[config.mk]
export PLATFORM = sky130hd
export DESIGN_NAME = shift_req_ctrl
export DESIGN_NICKNAME = d
export VERILOG_FILES = /design/src/rtl/shift_ctrl_pkg.sv /design/src/rtl/shift_req_ctrl_arb.sv /design/src/rtl/shift_req_ctrl.sv
export SDC_FILE = /design/constraint.sdc
export NUM_CORES = 1
export LEC_CHECK = 0
export ABC_AREA = 1
export BUFFER_PORTS_ARGS = -buffer_cell sky130_fd_sc_hd__buf_2
export CORE_MARGIN = 2
export CORE_UTILIZATION = 30
export CTS_CLUSTER_DIAMETER = 100
export DETAILED_ROUTE_END_ITERATION = 8
export PLACE_DENSITY_LB_ADDON = 0.05
export SYNTH_ARGS = -nofsm -noshare
export SYNTH_HDL_FRONTEND = slang
export SYNTH_SLANG_ARGS = --single-unit
[constraint.sdc]
create_clock -name clk -period 1.5 [get_ports clk]
set_clock_uncertainty 0.05 [all_clocks]
set_input_delay 0.075 -clock clk [delete_from_list [all_inputs] [get_ports clk]]
set_output_delay 0.075 -clock clk [all_outputs]
set_load 0.02 [all_outputs]
[src/rtl/shift_ctrl_pkg.sv]
// Shared types and defaults for the shift request controller and its arbiter.
package shift_ctrl_pkg;

  typedef enum logic [1:0] {
    ST_IDLE    = 2'd0,
    ST_LOAD    = 2'd1,
    ST_SHIFT   = 2'd2,
    ST_CAPTURE = 2'd3
  } shift_ctrl_state_e;

  localparam logic SHIFT_LEFT  = 1'b1;
  localparam logic SHIFT_RIGHT = 1'b0;

  localparam int DEF_WIDTH    = 16;
  localparam int DEF_AMT_W    = 5;
  localparam int DEF_STEP_MAX = 4;

endpackage

[src/rtl/shift_req_ctrl_arb.sv]
// Two-way round-robin arbiter; the pointer moves past the winner on each accept.
module rr_arbiter2 (
  input  logic       clk,
  input  logic       rst,
  input  logic [1:0] req,
  input  logic       accept,
  output logic       winner
);

  logic ptr;

  always_comb begin
    case (req)
      2'b10:   winner = 1'b1;
      2'b11:   winner = ptr;
      default: winner = 1'b0;
    endcase
  end

  always_ff @(posedge clk or negedge rst) begin
    if (!rst) ptr <= 1'b0;
    else if (accept) ptr <= ~winner;
  end

endmodule

[src/rtl/shift_req_ctrl.sv]
// Arbitrates two shift clients and sequences the shared shifter through load,
// bounded shift steps and result capture.
//   state   | meaning
//   IDLE    | waiting for a request; arbitrates and latches the winning job
//   LOAD    | gnt + sh_start pulse, shifter loads the operand
//   SHIFT   | one sh_enb step per cycle until the remaining amount is zero
//   CAPTURE | shifter output settled; result/done registered on exit
module shift_req_ctrl
  import shift_ctrl_pkg::*;
#(
  parameter int WIDTH    = DEF_WIDTH,
  parameter int AMT_W    = DEF_AMT_W,
  parameter int STEP_MAX = DEF_STEP_MAX
) (
  input  logic             clk,
  input  logic             rst,
  input  logic [1:0]       req,
  input  logic [WIDTH-1:0] req_data0,
  input  logic [WIDTH-1:0] req_data1,
  input  logic [AMT_W-1:0] req_amt0,
  input  logic [AMT_W-1:0] req_amt1,
  input  logic [1:0]       req_dir,
  output logic [1:0]       gnt,
  output logic             busy,
  output logic             done,
  output logic             done_id,
  output logic [WIDTH-1:0] result,
  output logic             sh_start,
  output logic             sh_enb,
  output logic [WIDTH-1:0] sh_data,
  output logic [WIDTH-1:0] sh_shift_value,
  output logic             sh_dir,
  input  logic [WIDTH-1:0] sh_result
);

  localparam int REM_W = $clog2(WIDTH + 1);

  shift_ctrl_state_e state;
  logic [REM_W-1:0]  rem;
  logic [REM_W-1:0]  rem_step;
  logic [REM_W-1:0]  amt_clamped;
  logic [AMT_W-1:0]  win_amt;
  logic              winner;
  logic              job_id;
  logic              accept;

  assign accept = (state == ST_IDLE) && (req != 2'b00);
  assign busy   = (state != ST_IDLE);

  rr_arbiter2 u_arb (
    .clk    (clk),
    .rst    (rst),
    .req    (req),
    .accept (accept),
    .winner (winner)
  );

  always_comb begin
    win_amt     = winner ? req_amt1 : req_amt0;
    amt_clamped = (32'(win_amt) > WIDTH) ? REM_W'(WIDTH) : REM_W'(win_amt);
    rem_step    = (32'(rem) > STEP_MAX) ? REM_W'(STEP_MAX) : rem;
  end

  // Strobes are registered one state ahead so they line up with the state they belong to.
  always_ff @(posedge clk or negedge rst) begin
    if (!rst) begin
      state          <= ST_IDLE;
      rem            <= '0;
      job_id         <= 1'b0;
      gnt            <= '0;
      done           <= 1'b0;
      done_id        <= 1'b0;
      result         <= '0;
      sh_start       <= 1'b0;
      sh_enb         <= 1'b0;
      sh_data        <= '0;
      sh_shift_value <= '0;
      sh_dir         <= 1'b0;
    end else begin
      gnt            <= '0;
      sh_start       <= 1'b0;
      sh_enb         <= 1'b0;
      sh_shift_value <= '0;
      done           <= 1'b0;
      case (state)
        ST_IDLE: begin
          if (accept) begin
            state    <= ST_LOAD;
            job_id   <= winner;
            gnt      <= winner ? 2'b10 : 2'b01;
            sh_start <= 1'b1;
            sh_data  <= winner ? req_data1 : req_data0;
            sh_dir   <= req_dir[winner];
            rem      <= amt_clamped;
          end
        end
        ST_LOAD, ST_SHIFT: begin
          if (rem != '0) begin
            state          <= ST_SHIFT;
            sh_enb         <= 1'b1;
            sh_shift_value <= WIDTH'(rem_step);
            rem            <= rem - rem_step;
          end else begin
            state <= ST_CAPTURE;
          end
        end
        ST_CAPTURE: begin
          result  <= sh_result;
          done    <= 1'b1;
          done_id <= job_id;
          state   <= ST_IDLE;
        end
        default: state <= ST_IDLE;
      endcase
    end
  end

endmodule
# [After elaboration in Yosys (flattened, before gate mapping)]
# Cells that the tools add are included.
[op_classes] n_addsub=1 n_mul=0 div=0 order_cmp=3 n_eq_ne=7 shifts=0 muxes=23 bitwise_logic=1 n_reduce_logical=9
[op_table] operator="two-way mux 5 bit" count=7
[op_table] operator="two-way mux 16 bit" count=1
[op_table] operator="case mux 5 bit (2 select lines)" count=1
[op_table] operator="equality test 2 bit (second input constant)" count=4
[op_table] operator="two-way mux 1 bit" count=8
[op_table] operator="two-way mux 2 bit" count=4
[op_table] operator="case mux 2 bit (3 select lines)" count=1
[op_table] operator="nonzero test 2 bit" count=3
[op_table] operator="greater-than comparator 5 x 3 -> 1 bit (second input constant)" count=1
[op_table] operator="greater-than comparator 5 bit (second input constant)" count=1
[op_table] operator="nonzero test 5 bit" count=1
[op_table] operator="subtractor 5 bit" count=1
[op_table] operator="inequality test 2 bit (second input constant)" count=2
[op_table] operator="AND reduction 3 bit" count=1
[op_table] operator="equality test 2 x 1 -> 1 bit (second input constant)" count=1
[op_table] operator="zero test 2 bit" count=1
[op_table] operator="< comparator 1 x 2 -> 1 bit (second input constant)" count=1
[op_table] operator="case mux 1 bit (2 select lines)" count=1
[op_table] operator="AND reduction 2 bit" count=1
[op_table] operator="OR reduction 2 bit" count=1
[op_table] operator="logical AND 1 bit" count=1
[op_table] operator="inverter 1 bit" count=1
[totals] reg_bits=64 latch_bits=0 mem_bits_rw=0 rom_bits=0 inputBits=64 output_inout_bits=56 wordCells=57 n_memories=0

# [Logic depth before layout (Yosys ltp)]
# Gate-level depths: netlist (run 1).
[logic_depth] ltp_word=7 ltp_mapped=13 depth_no_buf=13

# [Hierarchy]
# From an unflattened synthesis (run 1), not the netlist that was laid out.
[hier_totals] cells_unflattened=297 hier_area_um2=2444.8
[by_module_without_submodules] mod="shift_req_ctrl" n_inst=1 cells_per_inst=289 area_per_inst_um2=2391.0 seq_area_each_um2=1301.2
[by_module_without_submodules] mod="rr_arbiter2" n_inst=1 cells_per_inst=8 area_per_inst_um2=53.8 seq_area_each_um2=25.0

# [Worst setup path after synthesis (run 1)]
# OpenSTA, ideal clock, no wires.
[synth_timing] kind="reg-to-reg" from="register state[0]" to="register rem[0]" setup_ns=0.123 t_arrival_ns=1.349 required_time_ns=1.327 setup_slack_ns=-0.022 stages_incl_launch_ff=10 n_path_buf=1 period_less_slack_ns=1.522 path_cell_list="dfrtp_1 -> inv_1 -> ha_1 -> buf_2 -> inv_1 -> nand2_1 -> nand2_2 -> nand2_4 -> o21ai_0 -> nand2_1"
[synth_via] elab_chain_len=4 word_cells_on_any_way=10 cone_classes="eq/ne (4); mux (1); reduce/logical (5)"
[synth_lines] item="from (decl)" line="shift_req_ctrl.sv:38" text="shift_ctrl_state_e state;"
[synth_lines] item="from (signal assigned)" line="shift_req_ctrl.sv:67" text="state <= ST_IDLE;"
[synth_lines] item="from (signal assigned)" line="shift_req_ctrl.sv:88" text="state <= ST_LOAD;"
[synth_lines] item="from (signal assigned)" line="shift_req_ctrl.sv:99" text="state <= ST_SHIFT;"
[synth_lines] item="equality test 2 x 1 -> 1 bit, or another cell as far along" line="shift_req_ctrl.sv:85" text="case (state)"
[synth_lines] item="OR reduction 2 bit / logical AND 1 bit (equally long branches)" line="shift_req_ctrl.sv:85, shift_req_ctrl.sv:47"
[synth_lines] item="inequality test 2 bit (no source line) / nonzero test 2 bit (equally long branches)"
[synth_lines] item="AND reduction 3 bit (no source line)"
[synth_lines] item="to (signal assigned)" line="shift_req_ctrl.sv:94" text="rem <= amt_clamped;"
[synth_lines] item="to (signal assigned)" line="shift_req_ctrl.sv:102" text="rem <= rem - rem_step;"
[synth_lines] item="to (decl)" line="shift_req_ctrl.sv:39" text="logic [REM_W-1:0] rem;"
# Several ways; a longest one is shown, not always the timed one.
# A chain may end at the register's enable or synchronous reset.

# [Worst setup path in the final report (run 1)]
[layout_timing] from="register rem[4]" to="register rem[4]"
[layout_via] elab_chain_len=5 word_cells_on_any_way=8 cone_classes="add/sub (1); order compare (1); eq/ne (1); mux (3); reduce/logical (2)"
[layout_lines] item="greater-than comparator 5 x 3 -> 1 bit" line="shift_req_ctrl.sv:61" text="rem_step = (32'(rem) > STEP_MAX) ? REM_W'(STEP_MAX) : rem;"
[layout_lines] item="two-way mux 5 bit" line="shift_req_ctrl.sv:61"
[layout_lines] item="subtractor 5 bit" line="shift_req_ctrl.sv:102"
[layout_lines] item="two-way mux 5 bit" line="shift_req_ctrl.sv:98" text="if (rem != '0) begin"
[layout_lines] item="case mux 5 bit (2 select lines)" line="shift_req_ctrl.sv:85"
# Several ways; a longest one is shown, not always the timed one. The select of a mux whose other input is x is not followed.

==> impl_summary.txt, run 1 <==
----------------------------------------------------
[Route]
  Total detailed-routing wirelength ... 6540 um
  Total number of vias ... 2375
  1st-pass router iterations ... 4
  Vias per cell ... 4.17
  # DRC ... 0
  Remaining antenna violation count ... 0
  Violation count after the first detailed-routing iteration ... 70
  Routed length per instance ... 11.5 um

[Yosys]
  Synthesized flop and latch total ... 53
  Dominant register cell in the synthesized netlist ... sky130_fd_sc_hd__dfrtp_1
  Async S/R FF share, synth ... 100%
  Yosys warning total ... 0
  Total standard cell area after synthesis ... 0.00243 mm2
  Post-synthesis area per instance ... 8.36 um2
  Number of enable-type register cells in the synthesized netlist ... 0
  Unique masters post-synth ... 27
  Portion of the post-synthesis area used by sequential elements ... 54.5%
  Gate count of the mapped netlist ... 291

[STA]
  Highest attainable clock frequency ... 699 MHz
  Worst hold-check slack ... 63.7 ps
  Unrepaired setup endpoints after global routing ... yes
  Setup Total Neg Slack ... 0 ps
  Shortest clock period the worst path allows after layout ... 1430 ps
  Post-route setup slack ... 70.1 ps
  Final setup vio count ... 0
  Hold violation count in the final report ... 0
  Count of final max-slew check failures ... 0
  Crit share post-route ... 95.3%

[Power]
  Power density over cell area ... 1980 mW/mm2
  Static Leakage ... 2.09 nW
  Max rail drop VDD ... 0.000602 V

[Die]
  Core Footprint ... 0.00781 mm2
  Boundary pin count ... 120
  Total Die Area ... 0.00885 mm2
  Height of the die ... 94.1 um
  Die width ... 94.1 um
  Starting utilization of the core area ... 31.2%
  FP Rows ... 32

[Min path]
  Endpoint of the worst hold-timing path ... rem[3]
  Hold Path Class ... in -> reg
  Worst hold path startpoint ... req_amt1[4]
  Worst Hold Depth ... 4

[Placement]
  Setup WS pre-CTS ... 18.6 ps
  Half-perimeter wire length after detailed placement ... 4370 um
  Count of buffers inserted at the top-level ports ... 108
  Placed cell count ... 505
  Global placement routability congestion ... 0.723

[Setup path]
  Worst Path Max Fanout ... 4
  Worst flop-to-flop path endpoint ... rem[4]
  Cell chain of the critical path ... nor2_4, nand2_4, nand2_4, ha_4, inv_2, nand2_2, inv_2, nand2_1, nand2_1, nand2_1, nand2_1, nand2_1, nand2_1
  Worst path top cell family by delay ... simple AND/OR/NAND/NOR gates
  Buf/Inv on CP ... 2
  Crit path capture type ... flop
  Slowest library cell on the worst path ... sky130_fd_sc_hd__dfrtp_1
  Arr. time, crit path ... 1590 ps
  Critical path class ... reg -> reg
  Worst stage delay on the critical path ... 440 ps
  Reg-to-reg critical path startpoint ... rem[4]
  Worst path most repeated cell ... sky130_fd_sc_hd__nand2_1
  R2r worst-path depth ... 13
  R2R Setup Slk ... 70 ps
  Setup crit start kind ... flop
  Required arrival time at the worst endpoint ... 1660 ps

[Clocking]
  Reg clk slew, reported paths ... 100 ps
  CTS H-tree depth ... 2
  TritonCTS sink count ... 53
  Clk Tree Root Cell ... sky130_fd_sc_hd__clkbuf_8
  CTS tree ... done
  Cts bufs inserted ... 5
  Clock latency at the later pin of the worst-skew pair ... 300 ps
  Max Root-Sink Buffers ... 2

[Global routing]
  Initial antenna violation count ... 0
  Largest net degree at the start of global routing ... 39
  First-pass GRT wire length ... 10600 um
  All-Layer GR Usage ... 15.1%
  GRT overflow ... 0
  Number of global-route vias before repair ... 2358

[Flow run]
  Total of max-cap violations ... 0

[Run status]
  Status ... finished, final reports clean

[Final layout]
  Number of filler instances in the final layout ... 756
  Area growth from synthesis to layout ... 57.2%
  Share of final-layout standard cells stronger than drive strength 1 ... 33.4%
  Count of inserted antenna diode cells ... 0
  Net count reported at finish ... 533
  Non-filler cells, final ... 569

----------------------------------------------------
==> per-stage QoR <==
stage,instance area [um2],power [mW],util [%]
floorplan,2480,5.02,-
global placement,3120,6.33,40.0
detailed placement,3120,6.34,40.0
CTS,3760,7.52,48.1
global route,3830,8.27,49.0
finish,3830,7.57,49.0
==> cells in the mapped netlist (2+ instances only) <==
cell / n / area [um2]
sky130_fd_sc_hd__conb_1: 2 / 7.51
sky130_fd_sc_hd__o21ai_0: 4 / 20.0
sky130_fd_sc_hd__nor2_1: 7 / 26.3
sky130_fd_sc_hd__ha_1: 3 / 37.5
sky130_fd_sc_hd__a21oi_1: 5 / 25.0
sky130_fd_sc_hd__inv_1: 17 / 63.8
sky130_fd_sc_hd__nand2_4: 3 / 33.8
sky130_fd_sc_hd__o21ai_1: 2 / 10.0
sky130_fd_sc_hd__inv_4: 2 / 12.5
sky130_fd_sc_hd__nor3_1: 2 / 10.0
sky130_fd_sc_hd__buf_4: 12 / 90.1
sky130_fd_sc_hd__inv_2: 2 / 7.51
sky130_fd_sc_hd__o21ai_2: 2 / 17.5
sky130_fd_sc_hd__clkbuf_1: 2 / 7.51
sky130_fd_sc_hd__buf_2: 3 / 15.0
sky130_fd_sc_hd__dfrtp_1: 53 / 1330
sky130_fd_sc_hd__nand2_2: 2 / 12.5
sky130_fd_sc_hd__nor2_4: 3 / 33.8
sky130_fd_sc_hd__nand3_1: 24 / 120
sky130_fd_sc_hd__nand2_1: 134 / 503
==> power by group <==
part           total [mW]  internal, mW  switching, mW  leakage (nW)
clock network       0.995         0.500          0.495        0.0543
logic                4.17          1.60           2.57          1.38
registers            2.41          2.10          0.315         0.654
==> area by class of cell <==
cell class / instances / area [um2] / area share, %
sequential: 53 / 1330 / 34.7
timing repair buffer: 174 / 1190 / 31.1
multi-input combinational: 210 / 978 / 25.6
tap: 102 / 128 / 3.34
inverter: 22 / 90.1 / 2.35
clock buffer: 5 / 68.8 / 1.80
clock inverter: 3 / 46.3 / 1.21
==> sequential cells by signal, summed over array words and instances, names as in the netlist <==
register        flops
result             16
sh_data            16
rem                 5
sh_shift_value      5
gnt                 2
state               2
done                1
done_id             1
job_id              1
sh_dir              1
sh_enb              1
sh_start            1
u_arb.ptr           1
==> cell families after synthesis <==
family / synth area share [%]
flops: 54.5
other cells: 0.309
buf+inv: 8.84
fa+ha+maj: 1.54
xor+xnor: 0.360
simple gates: 30.9
compound gates: 3.55
==> per-layer routing <==
metal / global-route usage [%] / up-vias / part of all wire, %
met1: 18.4 / 1063 / 44
li1: - / 1225 / -
met5: 0 / - / 0
met3: 3.61 / 8 / 6.5
met4: 5.92 / 0 / 1.9
met2: 25.8 / 79 / 47
==> worst min-delay path, delay by kind of cell <==
kind | cells | cell delay (ps)
compound gates | 2 | 150
buf+inv | 1 | 80
simple gates | 1 | 80
==> worst max-delay path by stage <==
stage	startpoint	endpoint	slack, ps	depth (start not counted)
after floorplan	state[0]	rem[4]	30	12
after global placement	state[0]	rem[4]	20	11
after detailed placement	state[0]	rem[0]	20	8
after CTS	rem[3]	rem[4]	30	13
after global routing	rem[4]	rem[4]	-40	13
final	rem[4]	rem[4]	70	13
==> repair_timing <==
action / in CTS / in global routing
pin swaps: 0 / 8
resized for setup: 1 / 11
hold endpoints to repair: 48 / 0
hold buffers: 51 / 0
setup buffers: 0 / 5
endpoints found under the setup margin: 1 / 19
==> placed cells by master (no fill, tap or decap) <==
cell,count
sky130_fd_sc_hd__a21oi_1,5
sky130_fd_sc_hd__buf_12,2
sky130_fd_sc_hd__buf_2,108
sky130_fd_sc_hd__buf_4,13
sky130_fd_sc_hd__bufinv_16,1
sky130_fd_sc_hd__clkbuf_8,5
sky130_fd_sc_hd__clkinv_1,1
sky130_fd_sc_hd__clkinv_4,1
sky130_fd_sc_hd__clkinvlp_4,1
sky130_fd_sc_hd__conb_1,14
sky130_fd_sc_hd__dfrtp_1,53
sky130_fd_sc_hd__dlygate4sd3_1,51
sky130_fd_sc_hd__ha_1,1
sky130_fd_sc_hd__ha_4,2
sky130_fd_sc_hd__inv_1,13
sky130_fd_sc_hd__inv_2,6
sky130_fd_sc_hd__inv_4,1
sky130_fd_sc_hd__inv_6,1
sky130_fd_sc_hd__nand2_1,131
sky130_fd_sc_hd__nand2_2,4
sky130_fd_sc_hd__nand2_4,4
sky130_fd_sc_hd__nand3_1,24
sky130_fd_sc_hd__nand4_1,1
sky130_fd_sc_hd__nor2_1,7
sky130_fd_sc_hd__nor2_2,1
sky130_fd_sc_hd__nor2_4,3
sky130_fd_sc_hd__nor3_1,2
sky130_fd_sc_hd__o21ai_0,4
sky130_fd_sc_hd__o21ai_1,1
sky130_fd_sc_hd__o21ai_2,3
sky130_fd_sc_hd__o21bai_1,1
sky130_fd_sc_hd__o22ai_1,1
sky130_fd_sc_hd__xor2_1,1
No activity file was read; power rests on OpenSTA's default activity.
==> run 2: changes to the inputs <==
--- a/config.mk
+++ b/config.mk
@@ -11,7 +11,7 @@
 export CORE_UTILIZATION = 30
 export CTS_CLUSTER_DIAMETER = 100
 export DETAILED_ROUTE_END_ITERATION = 8
-export PLACE_DENSITY_LB_ADDON = 0.05
+export PLACE_DENSITY = 0.7
 export SYNTH_ARGS = -nofsm -noshare
 export SYNTH_HDL_FRONTEND = slang
 export SYNTH_SLANG_ARGS = --single-unit
==> impl_summary.txt, run 2 (synthesis results as in run 1) <==
----------------------------------------------------
[Run status]
  Status ... finished, final reports clean

[Die]
  FP Rows ... 32
  Boundary pin count ... 120
  Height of the die ... 94.1 um
  Die width ... 94.1 um
  Core Footprint ... 0.00781 mm2
  Starting utilization of the core area ... 31.2%
  Total Die Area ... 0.00885 mm2

[Final layout]
  Number of filler instances in the final layout ... 727
  Most used cells in the layout excluding fill and tap cells ... sky130_fd_sc_hd__nand2_1, sky130_fd_sc_hd__buf_2, sky130_fd_sc_hd__dfrtp_1
  Count of inserted antenna diode cells ... 0
  Most common library cell in the layout ignoring fill and taps ... sky130_fd_sc_hd__nand2_1
  Top Registers ... result x16, sh_data x16
  Net count reported at finish ... 531
  Area growth from synthesis to layout ... 56.9%
  Fraction of the core area covered by cells at the end of the flow ... 48.9%
  Share of final-layout standard cells stronger than drive strength 1 ... 32.9%

[Power]
  Max rail drop VDD ... 0.000935 V
  Static Leakage ... 2.08 nW
  Reg power frac ... 32.2%
  Proportion of power drawn by combinational gates ... 54.8%
  Power density over cell area ... 1980 mW/mm2
  Clock power frac ... 13.0%
  Sw frac ... 44.5%
  Internal power of the cells ... 4.19 mW
  Switch Pwr ... 3.37 mW

[Flow run]
  Total of max-cap violations ... 0

[STA]
  Count of final max-slew check failures ... 0
  Setup Total Neg Slack ... 0 ps
  Final setup vio count ... 0
  Hold violation count in the final report ... 0
  Unrepaired setup endpoints after global routing ... yes
  Shortest clock period the worst path allows after layout ... 1440 ps
  Highest attainable clock frequency ... 693 MHz
  Crit share post-route ... 96.2%

[Clocking]
  Max Root-Sink Buffers ... 2
  CTS H-tree depth ... 2
  Clk Tree Root Cell ... sky130_fd_sc_hd__clkbuf_8
  Clock latency at the later pin of the worst-skew pair ... 300 ps
  CTS tree ... done
  Cts bufs inserted ... 5
  Reg clk slew, reported paths ... 100 ps
  TritonCTS sink count ... 53

[Global routing]
  GRT overflow ... 0
  First-pass GRT wire length ... 10000 um
  Largest net degree at the start of global routing ... 54
  All-Layer GR Usage ... 14.5%
  Initial antenna violation count ... 0
  Number of global-route vias before repair ... 2293

[Route]
  Routed length per instance ... 11.6 um
  Total number of vias ... 2415
  Violation count after the first detailed-routing iteration ... 63
  Remaining antenna violation count ... 0
  1st-pass router iterations ... 4
  Total detailed-routing wirelength ... 6590 um
  # DRC ... 0
  Vias per cell ... 4.26

[Placement]
  Count of buffers inserted at the top-level ports ... 108
  Global placement routability congestion ... 0.812
  Half-perimeter wire length after detailed placement ... 4220 um

[Setup path]
  R2r worst-path depth ... 13
  Critical path class ... reg -> reg
  Crit path capture type ... flop
  Arr. time, crit path ... 1600 ps
  Worst Path Max Fanout ... 5
  Required arrival time at the worst endpoint ... 1650 ps
  Setup crit start kind ... flop

[Min path]
  Hold Path Class ... in -> reg
  Worst Hold Depth ... 4

----------------------------------------------------
[run 2: final timing paths]
path,from,endpoint,slack [ps]
worst max-delay path,rem[4],rem[4],60
worst min-delay path,req_amt1[4],rem[3],90
worst max register to register,rem[4],rem[4],60
worst min register to register,result[8],result[8],430
max in group asynchronous,rst,sh_data[5],920
min in group asynchronous,rst,state[0],230
[run 2: critical path: stages, from the launching register on]
cell                      delay, ps
sky130_fd_sc_hd__dfrtp_1        430
sky130_fd_sc_hd__nor2_4         150
sky130_fd_sc_hd__nand2_4         90
sky130_fd_sc_hd__nand2_4         90
sky130_fd_sc_hd__ha_4           120
sky130_fd_sc_hd__inv_2           30
sky130_fd_sc_hd__nand2_2         70
sky130_fd_sc_hd__inv_2           40
sky130_fd_sc_hd__nand2_2         50
sky130_fd_sc_hd__nand2_1         40
sky130_fd_sc_hd__nand2_1         50
sky130_fd_sc_hd__nand2_1         50
sky130_fd_sc_hd__nand2_1         50
sky130_fd_sc_hd__nand2_1         50
[run 2: through the flow]
step	setup WS [ps]	area [um2]	hold slack (ps)	total power [mW]	instances
6_report	57.1	3820	85.7	7.56	567
2_1_floorplan	29.2	2480	-271	5.02	303
5_1_grt	-41.9	3820	100	8.14	567
3_3_place_gp	77.6	3110	38.2	6.18	504
4_1_cts	6.47	3740	80.8	7.39	563
3_5_place_dp	28.2	3110	40.1	6.30	504
[run 2: layout make-up]
cell class              instances  area, um2  share of cell area [%]
clock buffers                   7       86.3                    2.26
clock inverters                 1       30.0                   0.787
inverters                      22       92.6                    2.43
multi-input cells             210        981                    25.7
repair buffers                172       1170                    30.7
well taps                     102        128                    3.34
flip-flops and latches         53       1330                    34.7
[run 2: power by group through the flow]
stage / Sequential [mW] / Clock [mW] / Combinational, mW
detailed placement: 2.44 / 0 / 3.86
finish: 2.43 / 0.983 / 4.14
global route: 2.49 / 1.07 / 4.58
global placement: 2.42 / 0 / 3.76
CTS: 2.42 / 1.01 / 3.96
floorplan: 3.09 / 0 / 1.93
[run 2: timing repair]
action,4_1_cts,5_1_grt
resized for setup,0,15
hold buffers,51,0
endpoints found under the setup margin,0,22
hold endpoints to repair,86,0
setup buffers,0,4
[run 2: routing by layer]
layer	global-route usage, %	wire length (um)
met5	0	0
met4	5.19	127
met1	16.2	2760
met3	3.77	462
met2	26.3	3240
==> run 3: changes to the inputs <==
--- a/config.mk
+++ b/config.mk
@@ -14,4 +14,5 @@
 export PLACE_DENSITY = 0.7
 export SYNTH_ARGS = -nofsm -noshare
 export SYNTH_HDL_FRONTEND = slang
+export SYNTH_HIERARCHICAL = 1
 export SYNTH_SLANG_ARGS = --single-unit
==> impl_summary.txt, run 3 <==
----------------------------------------------------
[Run status]
  Status ... finished, final reports clean

[Power]
  Power density over cell area ... 1970 mW/mm2
  Max rail drop VDD ... 0.000648 V
  Static Leakage ... 2.11 nW
  Sum of internal, switching and leakage power ... 7.61 mW

[Die]
  Die width ... 94.3 um
  FP Rows ... 32
  Boundary pin count ... 120
  Starting utilization of the core area ... 31.3%
  Height of the die ... 94.3 um
  Core Footprint ... 0.00781 mm2
  Total Die Area ... 0.00889 mm2

[STA]
  Highest attainable clock frequency ... 707 MHz
  Hold violation count in the final report ... 0
  Crit share post-route ... 94.3%
  Final setup vio count ... 0
  Worst hold-check slack ... 61.5 ps
  Shortest clock period the worst path allows after layout ... 1410 ps
  Setup Total Neg Slack ... 0 ps
  Count of final max-slew check failures ... 0

[Yosys]
  Ranking of synthesized cells by area ... sky130_fd_sc_hd__dfrtp_1, sky130_fd_sc_hd__nand2_1, sky130_fd_sc_hd__nand3_1
  Dominant register cell in the synthesized netlist ... sky130_fd_sc_hd__dfrtp_1
  Total standard cell area after synthesis ... 0.00244 mm2
  Unique masters post-synth ... 27
  Top cell type's share of synthesized area ... 54.2%
  Yosys warning total ... 6
  Post-synthesis area per instance ... 8.23 um2
  List of most frequent post-synthesis cells ... sky130_fd_sc_hd__nand2_1, sky130_fd_sc_hd__dfrtp_1, sky130_fd_sc_hd__nand3_1, sky130_fd_sc_hd__inv_1, sky130_fd_sc_hd__buf_4
  Library cell with the highest instance count after synthesis ... sky130_fd_sc_hd__nand2_1
  Gate count of the mapped netlist ... 297
  Synthesized flop and latch total ... 53
  Number of enable-type register cells in the synthesized netlist ... 0
  Async S/R FF share, synth ... 100%
  Portion of the post-synthesis area used by sequential elements ... 54.2%
  Library cell with the largest summed area after synthesis ... sky130_fd_sc_hd__dfrtp_1

[Min path]
  Worst Hold Depth ... 4
  Worst hold path startpoint ... req[1]
  Hold Path Class ... in -> reg

[Final layout]
  Number of filler instances in the final layout ... 746
  Top Registers ... result x16, sh_data x16
  Area growth from synthesis to layout ... 58.3%
  Share of final-layout standard cells stronger than drive strength 1 ... 34.7%
  Most used cells in the layout excluding fill and tap cells ... sky130_fd_sc_hd__nand2_1, sky130_fd_sc_hd__buf_2, sky130_fd_sc_hd__dfrtp_1
  Most common library cell in the layout ignoring fill and taps ... sky130_fd_sc_hd__nand2_1
  Final standard cell area without fillers ... 0.00387 mm2
  Net count reported at finish ... 542

[Setup path]
  Setup crit start kind ... flop
  Worst flop-to-flop path endpoint ... rem[1]
  Required arrival time at the worst endpoint ... 1650 ps
  R2R Setup Slk ... 90 ps
  End point of the critical path ... rem[1]
  Crit path capture type ... flop
  Critical path class ... reg -> reg
  Reg-to-reg critical path startpoint ... rem[4]
  Worst setup startpoint ... rem[4]
  Worst Path Max Fanout ... 5
  Arr. time, crit path ... 1560 ps
  R2r worst-path depth ... 8

[Global routing]
  Largest net degree at the start of global routing ... 54
  Number of global-route vias before repair ... 2381
  Initial antenna violation count ... 0
  First-pass GRT wire length ... 10700 um
  GRT overflow ... 0
  All-Layer GR Usage ... 15.4%

[Placement]
  Half-perimeter wire length after detailed placement ... 4320 um
  Post-place instance area ... 0.00311 mm2
  Count of buffers inserted at the top-level ports ... 108
  Global placement routability congestion ... 0.764

[Route]
  Total detailed-routing wirelength ... 6900 um
  Remaining antenna violation count ... 0
  1st-pass router iterations ... 5
  Violation count after the first detailed-routing iteration ... 117
  # DRC ... 0
  Total number of vias ... 2508
  Routed length per instance ... 11.9 um
  Vias per cell ... 4.33

[Flow run]
  Total of max-cap violations ... 0

[Clocking]
  CTS H-tree depth ... 2
  Cts bufs inserted ... 5
  Reg clk slew, reported paths ... 100 ps
  Clock latency at the later pin of the worst-skew pair ... 300 ps
  TritonCTS sink count ... 53
  Clk Tree Root Cell ... sky130_fd_sc_hd__clkbuf_8
  CTS tree ... done
  Max Root-Sink Buffers ... 2

----------------------------------------------------
## run 3: cell type report
class / instances / area [um2] / share of cell area [%]
clock inverter: 2 / 37.5 / 0.970
antenna: 1 / 2.50 / 0.0647
tap: 102 / 128 / 3.30
sequential: 53 / 1330 / 34.3
multi-input combinational: 215 / 990 / 25.6
timing repair buffer: 178 / 1210 / 31.3
clock buffer: 6 / 82.6 / 2.13
inverter: 22 / 92.6 / 2.39
## run 3: cells by family after synthesis
group,Yosys count,share of synthesized area [%]
AND/OR/NAND/NOR,186,31.8
multiplexers,1,0.409
flip-flops,53,54.2
adder cells (fa/ha/maj),3,1.54
AO/OA/AOI/OAI,11,2.30
other,2,0.307
buffers and inverters,41,9.36
## run 3: repair_timing
action / CTS / global route
resized for setup: 3 / 23
hold buffers: 51 / 0
endpoints found under the setup margin: 21 / 22
pin swaps: 0 / 7
hold endpoints to repair: 86 / 0
buffers inserted: 0 / 8
## run 3: critical path, stage by stage (launching register included)
cell	delay (ps)
sky130_fd_sc_hd__dfrtp_2	450
sky130_fd_sc_hd__nor2_4	140
sky130_fd_sc_hd__buf_4	120
sky130_fd_sc_hd__nand3_2	70
sky130_fd_sc_hd__nor2_2	130
sky130_fd_sc_hd__nor3_2	70
sky130_fd_sc_hd__buf_4	160
sky130_fd_sc_hd__nand2_1	70
sky130_fd_sc_hd__o21ai_0	70
## run 3: where the power goes
part	switching [mW]	total (mW)	leakage (nW)	internal, mW
registers	0.329	2.41	0.660	2.08
logic	2.56	4.19	1.40	1.64
clock network	0.467	1.01	0.0574	0.543
total	3.35	7.61	2.11	4.26
## run 3: layer usage
metal  vias to the layer above  part of all wire, %  global-route usage [%]
li1                       1242                    -                       -
met1                      1126                   40                    17.3
met2                       114                   51                    27.4
met3                        26                  6.3                    3.77
met4                         0                  2.9                    6.52
met5                         -                    0                       0
## run 3: worst min-delay path by stage
stage,end,slack (ps)
after global placement,result[2],40
after floorplan,done,-270
after CTS,u_arb/ptr,50
final,u_arb/ptr,60
after global routing,u_arb/ptr,60
after detailed placement,result[2],40
## run 3: through the flow
| stage | setup WS [ps] | utilization [%] | instances |
|---|---|---|---|
| floorplan | 24.2 | - | 309 |
| global placement | 19.7 | 39.8 | 511 |
| detailed placement | -29.4 | 39.8 | 511 |
| CTS | 2.00 | 48.0 | 570 |
| global route | -28.8 | 49.5 | 578 |
| finish | 86.1 | 49.6 | 579 |
